--- src/rtl/pipe_stage_chain_pkg.sv ---
// Shared types for the pipeline stage chain: fixed-width stage fields,
// the per-edge stage operation and its priority decode.
package pipe_stage_chain_pkg;

  localparam int INSTR_W = 32;
  localparam int EXC_W   = 5;

  // Fixed-width part of a stage record; rs/rt/pc widths are parameters of the chain.
  typedef struct packed {
    logic [INSTR_W-1:0] instr;
    logic [EXC_W-1:0]   exc;
    logic               bd;
    logic               valid;
  } stage_ctl_t;

  localparam stage_ctl_t CTL_BUBBLE = '0;

  typedef enum logic [1:0] {
    OP_ADVANCE,
    OP_BUBBLE,
    OP_HOLD,
    OP_KILL
  } stage_op_t;

  // Priority per edge: req > stall > bubble > advance (reset is handled by the flops).
  function automatic stage_op_t stage_op(input logic req, input logic stall, input logic bubble);
    if (req)    return OP_KILL;
    if (stall)  return OP_HOLD;
    if (bubble) return OP_BUBBLE;
    return OP_ADVANCE;
  endfunction

  function automatic stage_ctl_t bubble_ctl(input logic bd);
    stage_ctl_t c;
    c    = CTL_BUBBLE;
    c.bd = bd;
    return c;
  endfunction

endpackage

--- src/rtl/pipe_stage_chain_if.sv ---
// Handshake/data bundle between the decode-side driver and the stage chain.
interface pipe_stage_chain_if #(
  parameter int DEPTH  = 2,
  parameter int DATA_W = 32,
  parameter int PC_W   = 32
);
  import pipe_stage_chain_pkg::*;

  localparam int OCC_W = $clog2(DEPTH + 1);

  logic               stall;
  logic               flush;
  logic               req;
  logic [INSTR_W-1:0] instr_in;
  logic [DATA_W-1:0]  rs_in;
  logic [DATA_W-1:0]  rt_in;
  logic [PC_W-1:0]    pc_in;
  logic [EXC_W-1:0]   exc_in;
  logic               bd_in;
  logic               valid_in;

  logic [INSTR_W-1:0] instr_out;
  logic [DATA_W-1:0]  rs_out;
  logic [DATA_W-1:0]  rt_out;
  logic [PC_W-1:0]    pc_out;
  logic [EXC_W-1:0]   exc_out;
  logic               bd_out;
  logic               valid_out;
  logic [OCC_W-1:0]   occ;
  logic               empty;

  modport master (
    output stall, flush, req, instr_in, rs_in, rt_in, pc_in, exc_in, bd_in, valid_in,
    input  instr_out, rs_out, rt_out, pc_out, exc_out, bd_out, valid_out, occ, empty
  );

  modport slave (
    input  stall, flush, req, instr_in, rs_in, rt_in, pc_in, exc_in, bd_in, valid_in,
    output instr_out, rs_out, rt_out, pc_out, exc_out, bd_out, valid_out, occ, empty
  );

endinterface

--- src/rtl/pipe_stage_slot.sv ---
// One pipeline stage register with kill/hold/bubble/advance selection.
// Only the first stage of a chain ever sees bubble_i asserted.
module pipe_stage_slot
  import pipe_stage_chain_pkg::*;
#(
  parameter int DATA_W      = 32,
  parameter int PC_W        = 32,
  parameter bit KEEP_PC_BUB = 1'b1
) (
  input  logic              clk,
  input  logic              reset,
  input  logic              req_i,
  input  logic              stall_i,
  input  logic              bubble_i,
  input  stage_ctl_t        ctl_i,
  input  logic [DATA_W-1:0] rs_i,
  input  logic [DATA_W-1:0] rt_i,
  input  logic [PC_W-1:0]   pc_i,
  output stage_ctl_t        ctl_o,
  output logic [DATA_W-1:0] rs_o,
  output logic [DATA_W-1:0] rt_o,
  output logic [PC_W-1:0]   pc_o,
  output logic              valid_d_o
);

  stage_ctl_t        ctl_q, ctl_d;
  logic [DATA_W-1:0] rs_q, rs_d;
  logic [DATA_W-1:0] rt_q, rt_d;
  logic [PC_W-1:0]   pc_q, pc_d;
  stage_op_t         op;

  always_comb begin
    // NOTE: every next-state value is defaulted to "hold" before the case so no path infers a latch.
    ctl_d = ctl_q;
    rs_d  = rs_q;
    rt_d  = rt_q;
    pc_d  = pc_q;
    op    = stage_op(req_i, stall_i, bubble_i);
    unique case (op)
      OP_KILL: begin
        ctl_d = CTL_BUBBLE;
        rs_d  = '0;
        rt_d  = '0;
        pc_d  = '0;
      end
      OP_HOLD: begin
      end
      OP_BUBBLE: begin
        // A flushed slot keeps its delay-slot flag so CP0 still sees the branch shadow.
        ctl_d = bubble_ctl(ctl_i.bd);
        rs_d  = '0;
        rt_d  = '0;
        pc_d  = KEEP_PC_BUB ? pc_i : '0;
      end
      default: begin
        ctl_d = ctl_i;
        rs_d  = rs_i;
        rt_d  = rt_i;
        pc_d  = pc_i;
      end
    endcase
  end

  // NOTE: sequential state uses non-blocking assignments so every stage samples the pre-edge value of its neighbour.
  always_ff @(posedge clk or posedge reset) begin
    if (reset) begin
      ctl_q <= CTL_BUBBLE;
      rs_q  <= '0;
      rt_q  <= '0;
      pc_q  <= '0;
    end else begin
      ctl_q <= ctl_d;
      rs_q  <= rs_d;
      rt_q  <= rt_d;
      pc_q  <= pc_d;
    end
  end

  assign ctl_o     = ctl_q;
  assign rs_o      = rs_q;
  assign rt_o      = rt_q;
  assign pc_o      = pc_q;
  assign valid_d_o = ctl_d.valid;

endmodule

--- src/rtl/pipe_stage_chain.sv ---
// DEPTH-stage pipeline boundary with stall, flush-bubble and exception kill,
// plus a registered count of occupied stages for hazard/CP0 logic.
module pipe_stage_chain
  import pipe_stage_chain_pkg::*;
#(
  parameter int DEPTH       = 2,
  parameter int DATA_W      = 32,
  parameter int PC_W        = 32,
  parameter bit KEEP_PC_BUB = 1'b1
) (
  input logic               clk,
  input logic               reset,
  pipe_stage_chain_if.slave bus
);

  localparam int OCC_W = $clog2(DEPTH + 1);

  // Index 0 is the incoming instruction; index k+1 is the output of stage k.
  stage_ctl_t        ctl_chain [0:DEPTH];
  logic [DATA_W-1:0] rs_chain  [0:DEPTH];
  logic [DATA_W-1:0] rt_chain  [0:DEPTH];
  logic [PC_W-1:0]   pc_chain  [0:DEPTH];
  logic [DEPTH-1:0]  valid_d;

  logic [OCC_W-1:0]  occ_d, occ_q;

  assign ctl_chain[0] = '{instr: bus.instr_in, exc: bus.exc_in, bd: bus.bd_in, valid: bus.valid_in};
  assign rs_chain[0]  = bus.rs_in;
  assign rt_chain[0]  = bus.rt_in;
  assign pc_chain[0]  = bus.pc_in;

  for (genvar k = 0; k < DEPTH; k++) begin : g_stage
    pipe_stage_slot #(
      .DATA_W      (DATA_W),
      .PC_W        (PC_W),
      .KEEP_PC_BUB (KEEP_PC_BUB)
    ) u_slot (
      .clk       (clk),
      .reset     (reset),
      .req_i     (bus.req),
      .stall_i   (bus.stall),
      .bubble_i  ((k == 0) ? bus.flush : 1'b0),
      .ctl_i     (ctl_chain[k]),
      .rs_i      (rs_chain[k]),
      .rt_i      (rt_chain[k]),
      .pc_i      (pc_chain[k]),
      .ctl_o     (ctl_chain[k+1]),
      .rs_o      (rs_chain[k+1]),
      .rt_o      (rt_chain[k+1]),
      .pc_o      (pc_chain[k+1]),
      .valid_d_o (valid_d[k])
    );
  end

  // Counting next-state valid bits keeps occ aligned with the stage contents.
  always_comb begin
    occ_d = '0;
    for (int k = 0; k < DEPTH; k++) begin
      occ_d = occ_d + OCC_W'(valid_d[k]);
    end
  end

  always_ff @(posedge clk or posedge reset) begin
    if (reset) begin
      occ_q <= '0;
    end else begin
      occ_q <= occ_d;
    end
  end

  assign bus.instr_out = ctl_chain[DEPTH].instr;
  assign bus.exc_out   = ctl_chain[DEPTH].exc;
  assign bus.bd_out    = ctl_chain[DEPTH].bd;
  assign bus.valid_out = ctl_chain[DEPTH].valid;
  assign bus.rs_out    = rs_chain[DEPTH];
  assign bus.rt_out    = rt_chain[DEPTH];
  assign bus.pc_out    = pc_chain[DEPTH];
  assign bus.occ       = occ_q;
  assign bus.empty     = (occ_q == '0);

endmodule

--- src/flat_wrapper.sv ---
// flat-port wrapper written by rule: the top's interface ports become plain ports
module pipe_stage_chain_flat import pipe_stage_chain_pkg::*;
#(
  parameter int DEPTH       = 2,
  parameter int DATA_W      = 32,
  parameter int PC_W        = 32,
  parameter bit KEEP_PC_BUB = 1'b1
)
  (clk, reset, bus_stall, bus_flush, bus_req, bus_instr_in, bus_rs_in, bus_rt_in, bus_pc_in, bus_exc_in, bus_bd_in, bus_valid_in, bus_instr_out, bus_rs_out, bus_rt_out, bus_pc_out, bus_exc_out, bus_bd_out, bus_valid_out, bus_occ, bus_empty);
  pipe_stage_chain_if #(.DEPTH(DEPTH), .DATA_W(DATA_W), .PC_W(PC_W)) bus_i ();
  input logic clk;
  input logic reset;
  input wire logic [$bits(bus_i.stall)-1:0] bus_stall;
  input wire logic [$bits(bus_i.flush)-1:0] bus_flush;
  input wire logic [$bits(bus_i.req)-1:0] bus_req;
  input wire logic [$bits(bus_i.instr_in)-1:0] bus_instr_in;
  input wire logic [$bits(bus_i.rs_in)-1:0] bus_rs_in;
  input wire logic [$bits(bus_i.rt_in)-1:0] bus_rt_in;
  input wire logic [$bits(bus_i.pc_in)-1:0] bus_pc_in;
  input wire logic [$bits(bus_i.exc_in)-1:0] bus_exc_in;
  input wire logic [$bits(bus_i.bd_in)-1:0] bus_bd_in;
  input wire logic [$bits(bus_i.valid_in)-1:0] bus_valid_in;
  output wire logic [$bits(bus_i.instr_out)-1:0] bus_instr_out;
  output wire logic [$bits(bus_i.rs_out)-1:0] bus_rs_out;
  output wire logic [$bits(bus_i.rt_out)-1:0] bus_rt_out;
  output wire logic [$bits(bus_i.pc_out)-1:0] bus_pc_out;
  output wire logic [$bits(bus_i.exc_out)-1:0] bus_exc_out;
  output wire logic [$bits(bus_i.bd_out)-1:0] bus_bd_out;
  output wire logic [$bits(bus_i.valid_out)-1:0] bus_valid_out;
  output wire logic [$bits(bus_i.occ)-1:0] bus_occ;
  output wire logic [$bits(bus_i.empty)-1:0] bus_empty;
  assign bus_i.stall = bus_stall;
  assign bus_i.flush = bus_flush;
  assign bus_i.req = bus_req;
  assign bus_i.instr_in = bus_instr_in;
  assign bus_i.rs_in = bus_rs_in;
  assign bus_i.rt_in = bus_rt_in;
  assign bus_i.pc_in = bus_pc_in;
  assign bus_i.exc_in = bus_exc_in;
  assign bus_i.bd_in = bus_bd_in;
  assign bus_i.valid_in = bus_valid_in;
  assign bus_instr_out = bus_i.instr_out;
  assign bus_rs_out = bus_i.rs_out;
  assign bus_rt_out = bus_i.rt_out;
  assign bus_pc_out = bus_i.pc_out;
  assign bus_exc_out = bus_i.exc_out;
  assign bus_bd_out = bus_i.bd_out;
  assign bus_valid_out = bus_i.valid_out;
  assign bus_occ = bus_i.occ;
  assign bus_empty = bus_i.empty;
  pipe_stage_chain #(.DEPTH(DEPTH), .DATA_W(DATA_W), .PC_W(PC_W), .KEEP_PC_BUB(KEEP_PC_BUB)) u_core (.clk(clk), .reset(reset), .bus(bus_i));
endmodule
--- config.mk ---
export PLATFORM = sky130hd
export DESIGN_NAME = pipe_stage_chain_flat
export DESIGN_NICKNAME = d
export VERILOG_FILES = /design/src/rtl/pipe_stage_chain_pkg.sv /design/src/rtl/pipe_stage_chain_if.sv /design/src/rtl/pipe_stage_slot.sv /design/src/rtl/pipe_stage_chain.sv /design/src/flat_wrapper.sv
export SDC_FILE = /design/constraint.sdc
export NUM_CORES = 1
export LEC_CHECK = 0
export CORE_UTILIZATION = 45
export CTS_BUF_LIST = sky130_fd_sc_hd__clkbuf_4 sky130_fd_sc_hd__clkbuf_8 sky130_fd_sc_hd__clkbuf_16
export DETAILED_ROUTE_END_ITERATION = 8
export GPL_TIMING_DRIVEN = 0
export HOLD_SLACK_MARGIN = 0.08
export PLACE_DENSITY = 0.73
export SETUP_SLACK_MARGIN = 0.15
export SLEW_MARGIN = 10
export SYNTH_ARGS = -nofsm -noshare
export SYNTH_HDL_FRONTEND = slang
export SYNTH_SLANG_ARGS = --single-unit
--- constraint.sdc ---
create_clock -name clk -period 13.53 [get_ports clk]
set_input_delay 2.0295 -clock clk [delete_from_list [all_inputs] [get_ports clk]]
set_output_delay 2.0295 -clock clk [all_outputs]
set_load 0.005 [all_outputs]
Word level (Yosys, flattened, before mapping). Index checks and enable logic that the tools add are counted.

Register bits after elaboration: 272. Bits in latches: 0. RAM bits: 0. ROM bits: 0. Input port bits: 140. Output and inout bits: 138. Memories: 0.

Add/sub/neg operators: 1. Multipliers: 0. Div/mod/pow operators: 0. Order comparisons: 0. Eq/ne operators: 6. Shifts and indexed selects: 0. Muxes and demuxes: 25. Bitwise logic cells: 0. Reduce and logical (&&, ||, !) cells: 3.

Operators by type and width (count): $pmux 32 s2 (6); $pmux 39 s3 (2); $mux 2 (9); $eq 2x2->1 const B (4); $mux 1 (8); $eq 2x1->1 const B (2); $reduce_or 2->1 (2); $add 1x1->2 (1); $logic_not 2->1 (1).

Logic depth before layout (Yosys ltp).
Depth after elaboration: 10. Mapped depth: 6.

By module. Synthesis repeated with hierarchy kept, for this count alone.

Cells, all modules: 988. Area total of the unflattened synthesis: 11519.8 um^2.

Modules (own cells, without submodules): pipe_stage_slot (instances 2, cells each 491, area each 5723.0 um^2); pipe_stage_chain (instances 1, cells each 6, area each 73.8 um^2).

Worst setup path after synthesis. Ideal clock, no wire load.

Path kind: input to register. From: in bus_stall. To: reg u_core.occ_q[0], in the netlist u_core.bus.occ[0]. Setup time: 0.126 ns. Arrival: 3.042 ns. Setup slack: 10.362 ns. Stages: 6. Buffers on the path: 3. Path through: buf_4 > buf_2 > buf_4 > mux2i_1 > nor2_1 > ha_1.

RTL lines: from (decl) (line flat_wrapper.sv:13) `input wire logic [$bits(bus_i.stall)-1:0] bus_stall;`; to (signal assigned) (line pipe_stage_chain.sv:65) `occ_q <= '0;`; to (signal assigned) (line pipe_stage_chain.sv:67) `occ_q <= occ_d;`; to (decl) (line pipe_stage_chain.sv:25) `logic [OCC_W-1:0] occ_d, occ_q;`.

Final worst setup path.
From: reg u_core.g_stage[1].u_slot.ctl_q (netlist bit u_core.g_stage[1].u_slot.ctl_o[36]). To: out bus_instr_out[29].

RTL lines: from (decl) (line pipe_stage_slot.sv:26) `stage_ctl_t ctl_q, ctl_d;`; from (signal assigned) (line pipe_stage_slot.sv:72) `ctl_q <= ctl_d;`; to (decl) (line flat_wrapper.sv:23) `output wire logic [$bits(bus_i.instr_out)-1:0] bus_instr_out;`.

No word-level cell between the ends.

==> flow_summary.html <==
<table>
<tr><th>Metric</th><th>Value</th></tr>
<tr><th colspan="2">Global routing</th></tr>
<tr><td>Global-route wire length before repair</td><td>47500 µm</td></tr>
<tr><td>Number of antenna violations at the first check in global routing</td><td>1</td></tr>
<tr><td>Overall overflow remaining after global route</td><td>0</td></tr>
<tr><td>Number of global-route vias before repair</td><td>8768</td></tr>
<tr><td>Largest net degree at the start of global routing</td><td>119</td></tr>
<tr><td>Total Routing Usage GR</td><td>0.229</td></tr>
<tr><th colspan="2">STA</th></tr>
<tr><td>Worst Slack Setup Final</td><td>9.96 ns</td></tr>
<tr><td>Unrepaired setup endpoints after global routing</td><td>no</td></tr>
<tr><td>Relative max-transition margin</td><td>0.508</td></tr>
<tr><td>Final hold viol count</td><td>0</td></tr>
<tr><td>Fmax</td><td>0.280 GHz</td></tr>
<tr><td>Min Tclk post-route</td><td>3.57 ns</td></tr>
<tr><td>Fin Hold WS</td><td>0.502 ns</td></tr>
<tr><td>Number of failing setup endpoints in the final timing report</td><td>0</td></tr>
<tr><td>Measured slew at the worst slew-check pin</td><td>0.737 ns</td></tr>
<tr><td>Final sum of negative setup slack</td><td>0 ns</td></tr>
<tr><td>Crit share post-route</td><td>0.264</td></tr>
<tr><td>Number of pins exceeding their max-slew limit in the final report</td><td>0</td></tr>
<tr><td>Worst setup skew after layout</td><td>0.00863 ns</td></tr>
<tr><th colspan="2">Final layout</th></tr>
<tr><td>Area Growth Syn to Fin</td><td>35.5%</td></tr>
<tr><td>Fraction of layout cells with a size suffix above 1</td><td>0.141</td></tr>
<tr><td># nets final</td><td>1478</td></tr>
<tr><td>Finished Core Util</td><td>0.628</td></tr>
<tr><th colspan="2">CTS</th></tr>
<tr><td>Number of buffers created by CTS</td><td>29</td></tr>
<tr><td>Post-CTS Setup Bufs</td><td>0</td></tr>
<tr><td>Hold buffer count at CTS</td><td>0</td></tr>
<tr><td>Clock-pin slew on the worst setup and hold paths</td><td>0.06 ns</td></tr>
<tr><td>Clock tree sinks</td><td>272</td></tr>
<tr><td>Number of H-tree branching levels</td><td>1</td></tr>
<tr><td>Cts repair resizes</td><td>0</td></tr>
<tr><td>Maximum count of clock buffers along a single path</td><td>3</td></tr>
<tr><td>CTS Root Cell</td><td>clkbuf_16</td></tr>
<tr><td>Clock tree from TritonCTS</td><td>built</td></tr>
<tr><td>Worst skew pair latency</td><td>0.54 ns</td></tr>
<tr><th colspan="2">Route</th></tr>
<tr><td>Antenna viol nets, final</td><td>0</td></tr>
<tr><td>Total length of routed met3 wires</td><td>2370 µm</td></tr>
<tr><td>Post-Route WL</td><td>30300 µm</td></tr>
<tr><td>Drt first pass iters</td><td>4</td></tr>
<tr><td>Post-route DRC violation count</td><td>0</td></tr>
<tr><td>Wire per inst</td><td>18.0 µm</td></tr>
<tr><td>Vias per Instance</td><td>5.00</td></tr>
<tr><td>Met2 WL post-DR</td><td>14300 µm</td></tr>
<tr><td>Top routing layer used</td><td>met4</td></tr>
<tr><td>Met1 Wirelength</td><td>12900 µm</td></tr>
<tr><td>Via count</td><td>8419</td></tr>
<tr><td>First DRT Iteration DRCs</td><td>410</td></tr>
<tr><th colspan="2">Setup path</th></tr>
<tr><td>Worst setup slack for register-to-register paths</td><td>12.50 ns</td></tr>
<tr><td>Slowest stage cell, crit path</td><td>clkdlybuf4s50_1</td></tr>
<tr><td>Nature of the critical path startpoint</td><td>register</td></tr>
<tr><td>CP Data Arrival Time</td><td>1.54 ns</td></tr>
<tr><td>Critical Path RT</td><td>11.50 ns</td></tr>
<tr><td>Dominant delay contributor by cell family on the critical path</td><td>buffers and inverters</td></tr>
<tr><td>Maximum net fanout on the critical path</td><td>2</td></tr>
<tr><td>Critical Path Max Stage Delay</td><td>0.53 ns</td></tr>
<tr><td>CP endpoint kind</td><td>primary output</td></tr>
<tr><td>Setup Crit Path Kind</td><td>reg2out</td></tr>
<tr><td>Critical Path, Cell by Cell</td><td>buf_4, clkdlybuf4s50_1</td></tr>
<tr><td>Worst Path Buf+Inv</td><td>2</td></tr>
<tr><th colspan="2">Worst hold path</th></tr>
<tr><td>Worst Hold Class</td><td>reg2reg</td></tr>
<tr><th colspan="2">Place</th></tr>
<tr><td>Port buffer count</td><td>275</td></tr>
<tr><td>Routability congestion estimate</td><td>0.776</td></tr>
<tr><td>Setup slack after placement</td><td>9.90 ns</td></tr>
<tr><td>DP Wirelength</td><td>20800 µm</td></tr>
<tr><th colspan="2">Synth</th></tr>
<tr><td>EDFF count, synth</td><td>0</td></tr>
<tr><td>Mean post-synth cell area</td><td>11.4 µm²</td></tr>
<tr><td>Top-count cell post-synth</td><td>dfrtp_1</td></tr>
<tr><td>Async set-reset flop share out of synthesis</td><td>1.00</td></tr>
<tr><td>Flop and latch count out of synthesis</td><td>272</td></tr>
<tr><td>Number of instances in the synthesized netlist</td><td>1029</td></tr>
<tr><td>Post-synth top flop</td><td>dfrtp_1</td></tr>
<tr><td>Net count after synthesis</td><td>1170</td></tr>
<tr><td>Post-synthesis cell area</td><td>0.0118 mm²</td></tr>
<tr><td>Post-synth top area share</td><td>0.578</td></tr>
<tr><td>Yosys warnings</td><td>0</td></tr>
<tr><td>Count of distinct cell types in the synthesized netlist</td><td>18</td></tr>
<tr><td>Dominant cell type by area after synthesis</td><td>dfrtp_1</td></tr>
<tr><td>Top cells by instance count after synthesis</td><td>dfrtp_1 (272), nor2_1 (170), mux2i_1 (168)</td></tr>
<tr><td>Share of the yosys chip area belonging to registers</td><td>0.578</td></tr>
<tr><td>Top post-synthesis cells by area</td><td>dfrtp_1 (58%), mux2i_1 (14%), nor2_1 (5.4%)</td></tr>
<tr><th colspan="2">Power and ir drop</th></tr>
<tr><td>Total power of the final layout</td><td>0.00185 W</td></tr>
<tr><td>Leakage power figure</td><td>7.47 nW</td></tr>
<tr><td>Worst vdd rail ir drop</td><td>0.0827 mV</td></tr>
<tr><td>Power density relative to cell area</td><td>116 mW/mm²</td></tr>
<tr><th colspan="2">Floorplan</th></tr>
<tr><td>Die outline width</td><td>164 µm</td></tr>
<tr><td>Height of the chip</td><td>164 µm</td></tr>
<tr><td>Core area</td><td>0.0254 mm²</td></tr>
<tr><td>Ports placed on the boundary</td><td>278</td></tr>
<tr><td>Floorplan row count</td><td>58</td></tr>
<tr><td>Effective utilization at floorplan</td><td>0.463</td></tr>
<tr><td>Full die area</td><td>0.0268 mm²</td></tr>
<tr><th colspan="2">Run status</th></tr>
<tr><td>Run status</td><td>finished clean</td></tr>
<tr><th colspan="2">Job</th></tr>
<tr><td>Number of max-cap violations</td><td>0</td></tr>
</table>
==> routing by layer <==
metal	track usage	up-vias
met5	0	-
met4	0.0631	0
met3	0.0586	42
met2	0.376	229
met1	0.300	4130
li1	-	4018
==> area by class of cell <==
type                    count  area, µm²
fillers                  2046       9440
flip-flops and latches    272       6810
multi-input cells         637       4220
repair buffers            277       2810
clock buffers              40        833
plain buffers             118        734
well taps                 330        413
clock inverters             7        116
inverters                   2       15.0
diodes                      2       5.00
==> cells in the final DEF (no fill, tap or decap), types with 2 or more instances in the layout <==
cell type          n
clkbuf_4           7
bufinv_16          3
clkbuf_16         29
clkdlybuf4s50_1  275
buf_6              5
buf_4             54
diode_2            2
buf_2             41
buf_16             2
a32o_1             5
nand2_1           97
nor2_1           170
clkbuf_1          18
o22ai_1           56
mux2i_1          168
nand2b_1          96
o22ai_2           40
clkbuf_8           4
clkinv_2           2
dfrtp_1          272
==> cell families after synthesis <==
family,after synthesis,synth area share
adder cells (fa/ha/maj),1,0.00106
AND/OR/NAND/NOR,366,0.138
flip-flops,272,0.578
multiplexers,168,0.143
buffers and inverters,120,0.0630
AO/OA/AOI/OAI,102,0.0769
==> state kept, by name (all words and copies together), names as in the netlist <==
name	count
u_core.g_stage.u_slot.ctl_o	78
u_core.g_stage.u_slot.pc_o	64
u_core.bus.occ	2
u_core.g_stage.u_slot.rt_o	64
u_core.g_stage.u_slot.rs_o	64
==> path summary, 6_finish.rpt <==
kind                                                    start                                 to  depth (start not counted)
max reg2reg                 u_core.g_stage[1].u_slot.ctl_o[0]                  u_core.bus.occ[0]                          3
min                         u_core.g_stage[0].u_slot.rt_o[31]  u_core.g_stage[0].u_slot.rt_o[31]                          1
max                        u_core.g_stage[1].u_slot.ctl_o[36]                  bus_instr_out[29]                          2
min reg2reg                 u_core.g_stage[0].u_slot.rt_o[31]  u_core.g_stage[0].u_slot.rt_o[31]                          1
min in group asynchronous                               reset  u_core.g_stage[1].u_slot.rs_o[13]                          2
max in group asynchronous                               reset  u_core.g_stage[1].u_slot.rt_o[24]                          3
==> power breakdown <==
group | internal, W | leakage, nW | switching, W | total (W)
clock network | 0.000482 | 0.473 | 0.000313 | 0.000795
logic | 0.000102 | 3.27 | 0.0000977 | 0.000199
registers | 0.000840 | 3.73 | 0.0000145 | 0.000855
==> metrics by stage <==
| stage | instance area (µm²) | std cells |
|---|---|---|
| after floorplan | 11800 | 1029 |
| after global placement | 14900 | 1634 |
| after detailed placement | 15000 | 1636 |
| after CTS | 16000 | 1683 |
| after global routing | 16000 | 1684 |
| final | 16000 | 1685 |
No activity file was read; power rests on OpenSTA's default activity.
